<file path="src/rtl/clk_period_meas.sv">
// Measures the half-period of a slow asynchronous square wave in clk cycles,
// reported as half-period minus one, with lock and timeout indication.
module clk_period_meas #(
   parameter int LOCK_N = 4
) (
   input  logic        clk,
   input  logic        rst_n,
   input  logic        en,
   input  logic        sclk_in,
   output logic [15:0] half_cnt,
   output logic        cnt_valid,
   output logic        locked,
   output logic        timeout
);

   typedef enum logic [1:0] {
      IDLE,
      WAIT_FIRST,
      MEASURE
   } state_t;

   state_t      state;
   state_t      state_nxt;
   logic        sync1;
   logic        sync2;
   logic        hist;
   logic        sclk_edge;
   logic [15:0] count;
   logic [15:0] count_nxt;
   logic [15:0] half_nxt;
   logic        valid_nxt;
   logic        locked_nxt;
   logic        timeout_nxt;
   logic [3:0]  match;
   logic [3:0]  match_nxt;

   // Two synchronizer stages, then a history flop so both edge polarities count.
   always_ff @(posedge clk or negedge rst_n) begin
      if (!rst_n) begin
         sync1 <= 1'b0;
         sync2 <= 1'b0;
         hist  <= 1'b0;
      end else begin
         sync1 <= sclk_in;
         sync2 <= sync1;
         hist  <= sync2;
      end
   end

   assign sclk_edge = sync2 ^ hist;

   always_ff @(posedge clk or negedge rst_n) begin
      if (!rst_n) begin
         state     <= IDLE;
         count     <= 16'd0;
         half_cnt  <= 16'd0;
         cnt_valid <= 1'b0;
         locked    <= 1'b0;
         timeout   <= 1'b0;
         match     <= 4'd0;
      end else begin
         state     <= state_nxt;
         count     <= count_nxt;
         half_cnt  <= half_nxt;
         cnt_valid <= valid_nxt;
         locked    <= locked_nxt;
         timeout   <= timeout_nxt;
         match     <= match_nxt;
      end
   end

   always_comb begin
      state_nxt   = state;
      count_nxt   = count;
      half_nxt    = half_cnt;
      valid_nxt   = 1'b0;
      locked_nxt  = locked;
      timeout_nxt = timeout;
      match_nxt   = match;
      if (!en) begin
         state_nxt   = IDLE;
         count_nxt   = 16'd0;
         locked_nxt  = 1'b0;
         timeout_nxt = 1'b0;
         match_nxt   = 4'd0;
      end else begin
         case (state)
            IDLE: begin
               state_nxt = WAIT_FIRST;
            end
            WAIT_FIRST: begin
               if (sclk_edge) begin
                  count_nxt   = 16'd0;
                  timeout_nxt = 1'b0;
                  state_nxt   = MEASURE;
               end
            end
            MEASURE: begin
               // An edge arriving with the counter at 16'hFFFF still counts as a measurement.
               if (sclk_edge) begin
                  half_nxt    = count;
                  count_nxt   = 16'd0;
                  valid_nxt   = 1'b1;
                  timeout_nxt = 1'b0;
                  if (count == half_cnt) begin
                     if (match < 4'(LOCK_N)) begin
                        match_nxt = match + 4'd1;
                     end
                  end else begin
                     match_nxt = 4'd1;
                  end
                  locked_nxt = (match_nxt == 4'(LOCK_N));
               end else if (count == 16'hFFFF) begin
                  timeout_nxt = 1'b1;
                  locked_nxt  = 1'b0;
                  match_nxt   = 4'd0;
                  state_nxt   = WAIT_FIRST;
               end else begin
                  count_nxt = count + 16'd1;
               end
            end
            default: begin
               state_nxt = IDLE;
            end
         endcase
      end
   end

endmodule
</file>
<file path="config.mk">
export PLATFORM = sky130hd
export DESIGN_NAME = clk_period_meas
export DESIGN_NICKNAME = d
export VERILOG_FILES = /design/src/rtl/clk_period_meas.sv
export SDC_FILE = /design/constraint.sdc
export NUM_CORES = 1
export LEC_CHECK = 0
export BUFFER_PORTS_ARGS = -buffer_cell sky130_fd_sc_hd__buf_2
export CAP_MARGIN = 20
export CORE_MARGIN = 2
export CORE_UTILIZATION = 30
export DETAILED_ROUTE_END_ITERATION = 16
export HOLD_SLACK_MARGIN = 0.15
export SYNTH_ARGS = -nofsm -noshare
export SYNTH_HDL_FRONTEND = slang
export SYNTH_SLANG_ARGS = --single-unit
export TNS_END_PERCENT = 20
</file>
<file path="constraint.sdc">
create_clock -name clk -period 2.1 [get_ports clk]
set_input_delay 0.63 -clock clk [delete_from_list [all_inputs] [get_ports clk]]
set_output_delay 0.63 -clock clk [all_outputs]
set_load 0.1 [all_outputs]
</file>
==> results of run 1 <==
==> repair_timing <==
item,4_1_cts,5_1_grt
setup buffers,0,2
setup endpoints to repair,0,2
resized for setup,0,1
==> cell usage in the layout, fill, tap and decap left out, drive strengths merged <==
cell	Yosys	layout
nand2	67	67
dfrtp	44	44
buf	8	42
xor2	17	17
o21ai	15	15
a21oi	13	13
nand3	7	7
nor2	7	7
or3	7	7
clkbuf	4	6
nor4	6	6
nand4	5	5
or4	5	5
nor3	4	4
inv	4	4
o211ai	4	4
o31ai	3	3
o21a	3	3
and3	3	3
nand2b	2	2
a31oi	2	2
ha	2	2
clkinv	0	2
xnor2	2	2
and4	2	2
and3b	1	1
or2b	1	1
or2	1	1
o2bb2a	1	1
a211o	1	1
and4b	1	1
nor3b	1	1
a21o	1	1
and2	1	1
a21bo	1	1
o41ai	1	1
a21boi	1	1
o32ai	1	1
==> state kept, by name, indices dropped and copies added (netlist names) <==
name	count
cnt_valid	1
count	16
half_cnt	16
hist	1
locked	1
match	4
state	2
sync1	1
sync2	1
timeout	1
==> metal layers <==
metal / up-vias / share of wire, %
met5: - / 0
met4: 0 / 1.6
met3: 7 / 3.6
met2: 36 / 43
met1: 903 / 52
li1: 940 / -
==> worst paths after layout <==
path                                 startpoint                  endpoint  slack [ps]  depth (start not counted)
max                        count[0]$_DFFE_PN0P_     count[14]$_DFFE_PN0P_         170                          7
max in group asynchronous                 rst_n  half_cnt[11]$_DFFE_PN0P_        1260                          2
max reg2reg                count[0]$_DFFE_PN0P_     count[14]$_DFFE_PN0P_         170                          7
min in group asynchronous                 rst_n      match[3]$_DFFE_PN0P_         400                          2
min                             sync1$_DFF_PN0_           sync2$_DFF_PN0_         350                          0
min reg2reg                     sync1$_DFF_PN0_           sync2$_DFF_PN0_         350                          0
==> logic make-up (layout without fill, tap and decap cells) <==
group | after synthesis | after routing | synth area share (%)
DFF | 44 | 44 | 48.0
xor gates and xnor gates | 19 | 19 | 7.58
and+or+nand+nor | 121 | 121 | 26.1
buffers and inverters | 16 | 54 | 4.09
adders and majority gates | 2 | 2 | 1.09
AOI/OAI and AO/OA | 47 | 47 | 13.1
==> metrics by stage <==
| stage | hold slack (ps) | cells | total power, µW | setup slack, ps | area (µm²) |
|---|---|---|---|---|---|
| 2_1_floorplan | 331 | 249 | 1150 | 6.12 | 2300 |
| 3_3_place_gp | 334 | 376 | 1280 | 75.7 | 2600 |
| 3_5_place_dp | 336 | 376 | 1290 | 9.57 | 2600 |
| 4_1_cts | 356 | 384 | 1850 | 162 | 2690 |
| 5_1_grt | 371 | 386 | 1920 | 9.39 | 2710 |
| 6_report | 352 | 386 | 1830 | 166 | 2710 |
==> power breakdown <==
part           switching [µW]  internal [µW]  total [µW]
Clock                     296            263         559
Combinational             242            123         365
Sequential               29.8            876         906
Total                     568           1260        1830
==> area by class of cell <==
class                           count  area [µm²]
Fill cell                         753        4620
Sequential cell                    44        1110
Multi-Input combinational cell    189        1100
Timing Repair Buffer               42         273
Tap cell                           99         124
Clock buffer                        6        82.6
Inverter                            4        15.0
Clock inverter                      2        10.0
==> out/metrics.csv, run 1 <==
metric,value,unit
setup_tns,0,ps
drc_errors,0,
finalClockSkew,8.57,ps
arrival,2120,ps
synth.most_common_cell,nand2_1,
fin_nets,292,
use_met2,19.7,%
grt_use_total,12.9,%
start_kind,flip-flop,
syn_inst,249,
clockBufferDepth,2,
area_growth,18.1,%
ant_nets,0,
initial_utilization,31.3,%
hpwl,3.60,mm
path_delay_family,simple AND/OR/NAND/NOR gates,
outcome,"complete, no violations",
required,2280,ps
synth.largest_area_cell,dfrtp_1,
vias,1886,
hp-class,flip-flop to flip-flop,
grt_pass1_wl,8.76,mm
diodes,0,
die_width,91.4,µm
synth_edf_count,0,
synth_ff_type,dfrtp_1,
critPathMaxFanout,5,
crit_type,flip-flop to flip-flop,
finalCritPeriodShare,92.1,%
cts-htree-levels,2,
cp.buffers_inverters,1,
grt_util_met3,2.32,%
use_met1,18.5,%
top_usage_layer,met2,
syn_nets,255,
fin_crit,1930,ps
grt_antenna_before_repair,0,
cts.hold.buffers_added,0,
dieHeight,91.4,µm
async_reset_ff_share,100,%
viasPerCell,4.89,
wire_per_inst,13.5,µm
slew_headroom,61.7,%
yosys.area.top_type_share,48.0,%
drv_slew,0,
cts_made_buffers,5,
dr.pass1.iters,4,
cts_tree,done,
fmax,517,MHz
drt_wl_total,5.20,mm
grt_pass1_vias,1803,
cap_violations,0,
syn_area_per_cell,9.21,µm²
rsz0062_at_grt,false,
yosysSeqAreaShare,48.0,%
worstMarginPinSlew,574,ps
drt_iter0_drc,107,
dieArea,8360,µm²
grt_remaining_overflow,0,
synth-seq-cells,44,
crit_path_cell_trace,"ha_1, nand3_1, nor4_4, buf_4, and4b_1, nor3b_1, a21o_1",
synth_common_cells,"nand2_1 (67), dfrtp_1 (44), xor2_1 (17), a21oi_1 (13), o21ai_0 (9)",
end_kind,flip-flop,
clk_pin_slew,90,ps
leakage,0.00142,µW
syn_area,2290,µm²
ir_drop,0.242,mV
setup_viol,0,
io_pins,23,
max_stage_delay,460,ps
synth.area.top_cells,"dfrtp_1 (48%), nand2_1 (11%), xor2_1 (6.5%), a21oi_1 (2.8%), o21ai_0 (2.0%)",
hold_violations,0,
cellPowerDensity,676,nW/µm²
grt_max_degree,45,
clkSinkCount,44,
insertion_delay,290,ps
gp_congestion,0.829,
postLayoutCoreUtil,37.0,%
drive_above_1_share,22.3,%
ys_types,47,
rows,31,
cts-root-buf,clkbuf_8,
worst_path_max_delay_cell,nor4_4,
yosysWarnings,0,
coreArea,7330,µm²
port_buffers,22,
Power figures use the tool's default switching activity.
==> run 2, diff against run 1 <==
--- a/config.mk
+++ b/config.mk
@@ -16,2 +16 @@
 export SYNTH_SLANG_ARGS = --single-unit
-export TNS_END_PERCENT = 20
--- a/constraint.sdc
+++ b/constraint.sdc
@@ -3,2 +3,2 @@
 set_output_delay 0.63 -clock clk [all_outputs]
-set_load 0.1 [all_outputs]
+set_load 0.02 [all_outputs]
==> run 2 against run 1 <==
Compared with the run above: utilization is 0.14 points lower; setup slack worse by 57 ps; maximum frequency is 2.8% lower; clock power is 1% lower; combinational power is 26% lower; sequential share of layout area hardly changed; routed wire length is 3.2% higher; via count is 0.42% lower; sequential cell count stayed put; sequential power is 0.6% higher; clock-buffer cell count stayed put; register-to-register slack worse by 60 ps.
==> out/metrics.csv, run 2 (synthesis results as in run 1) <==
metric,value,unit,change
fmax,502,MHz,was 517 MHz
rows,31,,unchanged
insertion_delay,290,ps,about the same
gp_congestion,0.823,,was 0.829
dieArea,8360,µm²,unchanged
largestRegisters,"count x16, half_cnt x16, match x4",,unchanged
viasPerCell,4.89,,about the same
setup_viol,0,,unchanged
instances_no_fill,384,,was 386
rsz0062_at_grt,false,,unchanged
vias,1878,,"was 1,886"
coreArea,7330,µm²,unchanged
place_area,2590,µm²,was 2600 µm²
hpwl,3.71,mm,was 3.60 mm
cts-htree-levels,2,,unchanged
dieHeight,91.4,µm,unchanged
worst_path_max_delay_cell,dfrtp_1,,was nor4_4
arrival,2210,ps,was 2120 ps
mostFrequentLayoutCells,"nand2_1 (67), dfrtp_1 (43), buf_2 (22)",,"was nand2_1 (67), dfrtp_1 (40), buf_2 (22)"
grt_max_degree,31,,was 45
clockBufferDepth,2,,unchanged
finalClockSkew,5.90,ps,was 8.57 ps
crit_path_cell_trace,"ha_1, nand3_1, nor4_4, buf_4, a21bo_4, or4_1, a21oi_1",,"was ha_1, nand3_1, nor4_4, buf_4, and4b_1, nor3b_1, a21o_1"
outcome,"complete, no violations",,unchanged
setup_tns,0,ps,unchanged
hold_violations,0,,unchanged
clk_pin_slew,80,ps,was 90 ps
grt_remaining_overflow,0,,unchanged
crit_type,flip-flop to flip-flop,,unchanged
hp-class,input pin to async pin,,was flip-flop to flip-flop
drt_iter0_drc,149,,was 107
fin_ws,109,ps,was 166 ps
slew_headroom,58.2,%,was 61.7%
wire_per_inst,14.0,µm,was 13.5 µm
grt_antenna_before_repair,0,,unchanged
drt_wl_total,5.37,mm,was 5.20 mm
cts_tree,done,,unchanged
area_growth,17.7,%,was 18.1%
grt_pass1_vias,1813,,"was 1,803"
leakage,0.00142,µW,about the same
end_kind,flip-flop,,unchanged
dr.pass1.iters,4,,unchanged
initial_utilization,31.3,%,unchanged
io_pins,23,,unchanged
drc_errors,0,,unchanged
drive_above_1_share,20.7,%,was 22.3%
final_cell_area,2700,µm²,was 2710 µm²
path_delay_family,simple AND/OR/NAND/NOR gates,,unchanged
clkSinkCount,44,,unchanged
ant_nets,0,,unchanged
worstMarginPinSlew,627,ps,was 574 ps
ir_drop,0.229,mV,was 0.242 mV
post_cts_buffers,0,,unchanged
drv_slew,0,,unchanged
dp_slack,14.7,ps,was 9.57 ps
cp.buffers_inverters,1,,unchanged
cts.hold.buffers_added,0,,unchanged
fin_crit,1990,ps,was 1930 ps
max_stage_delay,430,ps,was 460 ps
cellPowerDensity,642,nW/µm²,was 676 nW/µm²
layout_commonest_cell,nand2_1,,unchanged
grt_use_total,13.0,%,was 12.9%
finalCritPeriodShare,94.8,%,was 92.1%
cap_violations,0,,unchanged
die_width,91.4,µm,unchanged
cts_made_buffers,5,,unchanged
post-place-cells,375,,was 376
port_buffers,22,,unchanged
required,2320,ps,was 2280 ps
critPathMaxFanout,15,,was 5
fin_nets,290,,was 292
grt_pass1_wl,8.80,mm,was 8.76 mm
diodes,0,,unchanged
start_kind,flip-flop,,unchanged
cts-root-buf,clkbuf_8,,unchanged
[run 2: changes by cell type in the layout (fill, tap and decap cells not counted), sizes merged]
cell,before,now
buf,42,39
a21bo,1,2
[run 2: stage by stage]
step / total power (µW) / util [%] / hold WS, ps
floorplan: 1080 / - / 331
global placement: 1190 / 35.3 / 334
detailed placement: 1190 / 35.3 / 337
CTS: 1760 / 36.6 / 358
global route: 1820 / 36.8 / 365
finish: 1730 / 36.8 / 346
[run 2: area by class of cell]
cell class,instances,area [µm²]
Inverter,4,15.0
Clock inverter,2,10.0
Sequential cell,44,1100
Tap cell,99,124
Fill cell,744,4630
Multi-Input combinational cell,190,1110
Clock buffer,6,82.6
Timing Repair Buffer,39,250
[run 2: routing by layer]
layer	GRT usage [%]	share of wire, %	vias to the layer above
met2	20.3	46	38
met1	18.0	49	895
li1	-	-	940
met3	2.90	4.4	5
met5	0	0	-
met4	3.91	0.89	0
[run 2: what timing repair did]
item                                   in CTS  in global routing
gates resized for setup                     0                  3
endpoints found under the hold margin       0                  0
setup endpoints to repair                   0                  3
[run 2: worst paths after layout]
check	to	slack, ps	from	cells after the start
worst max-delay path	count[12]$_DFFE_PN0P_	110	count[0]$_DFFE_PN0P_	7
worst min-delay path	cnt_valid$_DFF_PN0_	350	rst_n	1
worst max register to register	count[12]$_DFFE_PN0P_	110	count[0]$_DFFE_PN0P_	7
worst min register to register	sync2$_DFF_PN0_	350	sync1$_DFF_PN0_	0
max in group asynchronous	count[3]$_DFFE_PN0P_	1230	rst_n	2
min in group clk	sync2$_DFF_PN0_	350	sync1$_DFF_PN0_	0
[run 2: where the power goes]
part           switching, µW  internal (µW)
sequential              35.0            876
combinational            162            109
clock                    289            263
total                    486           1250
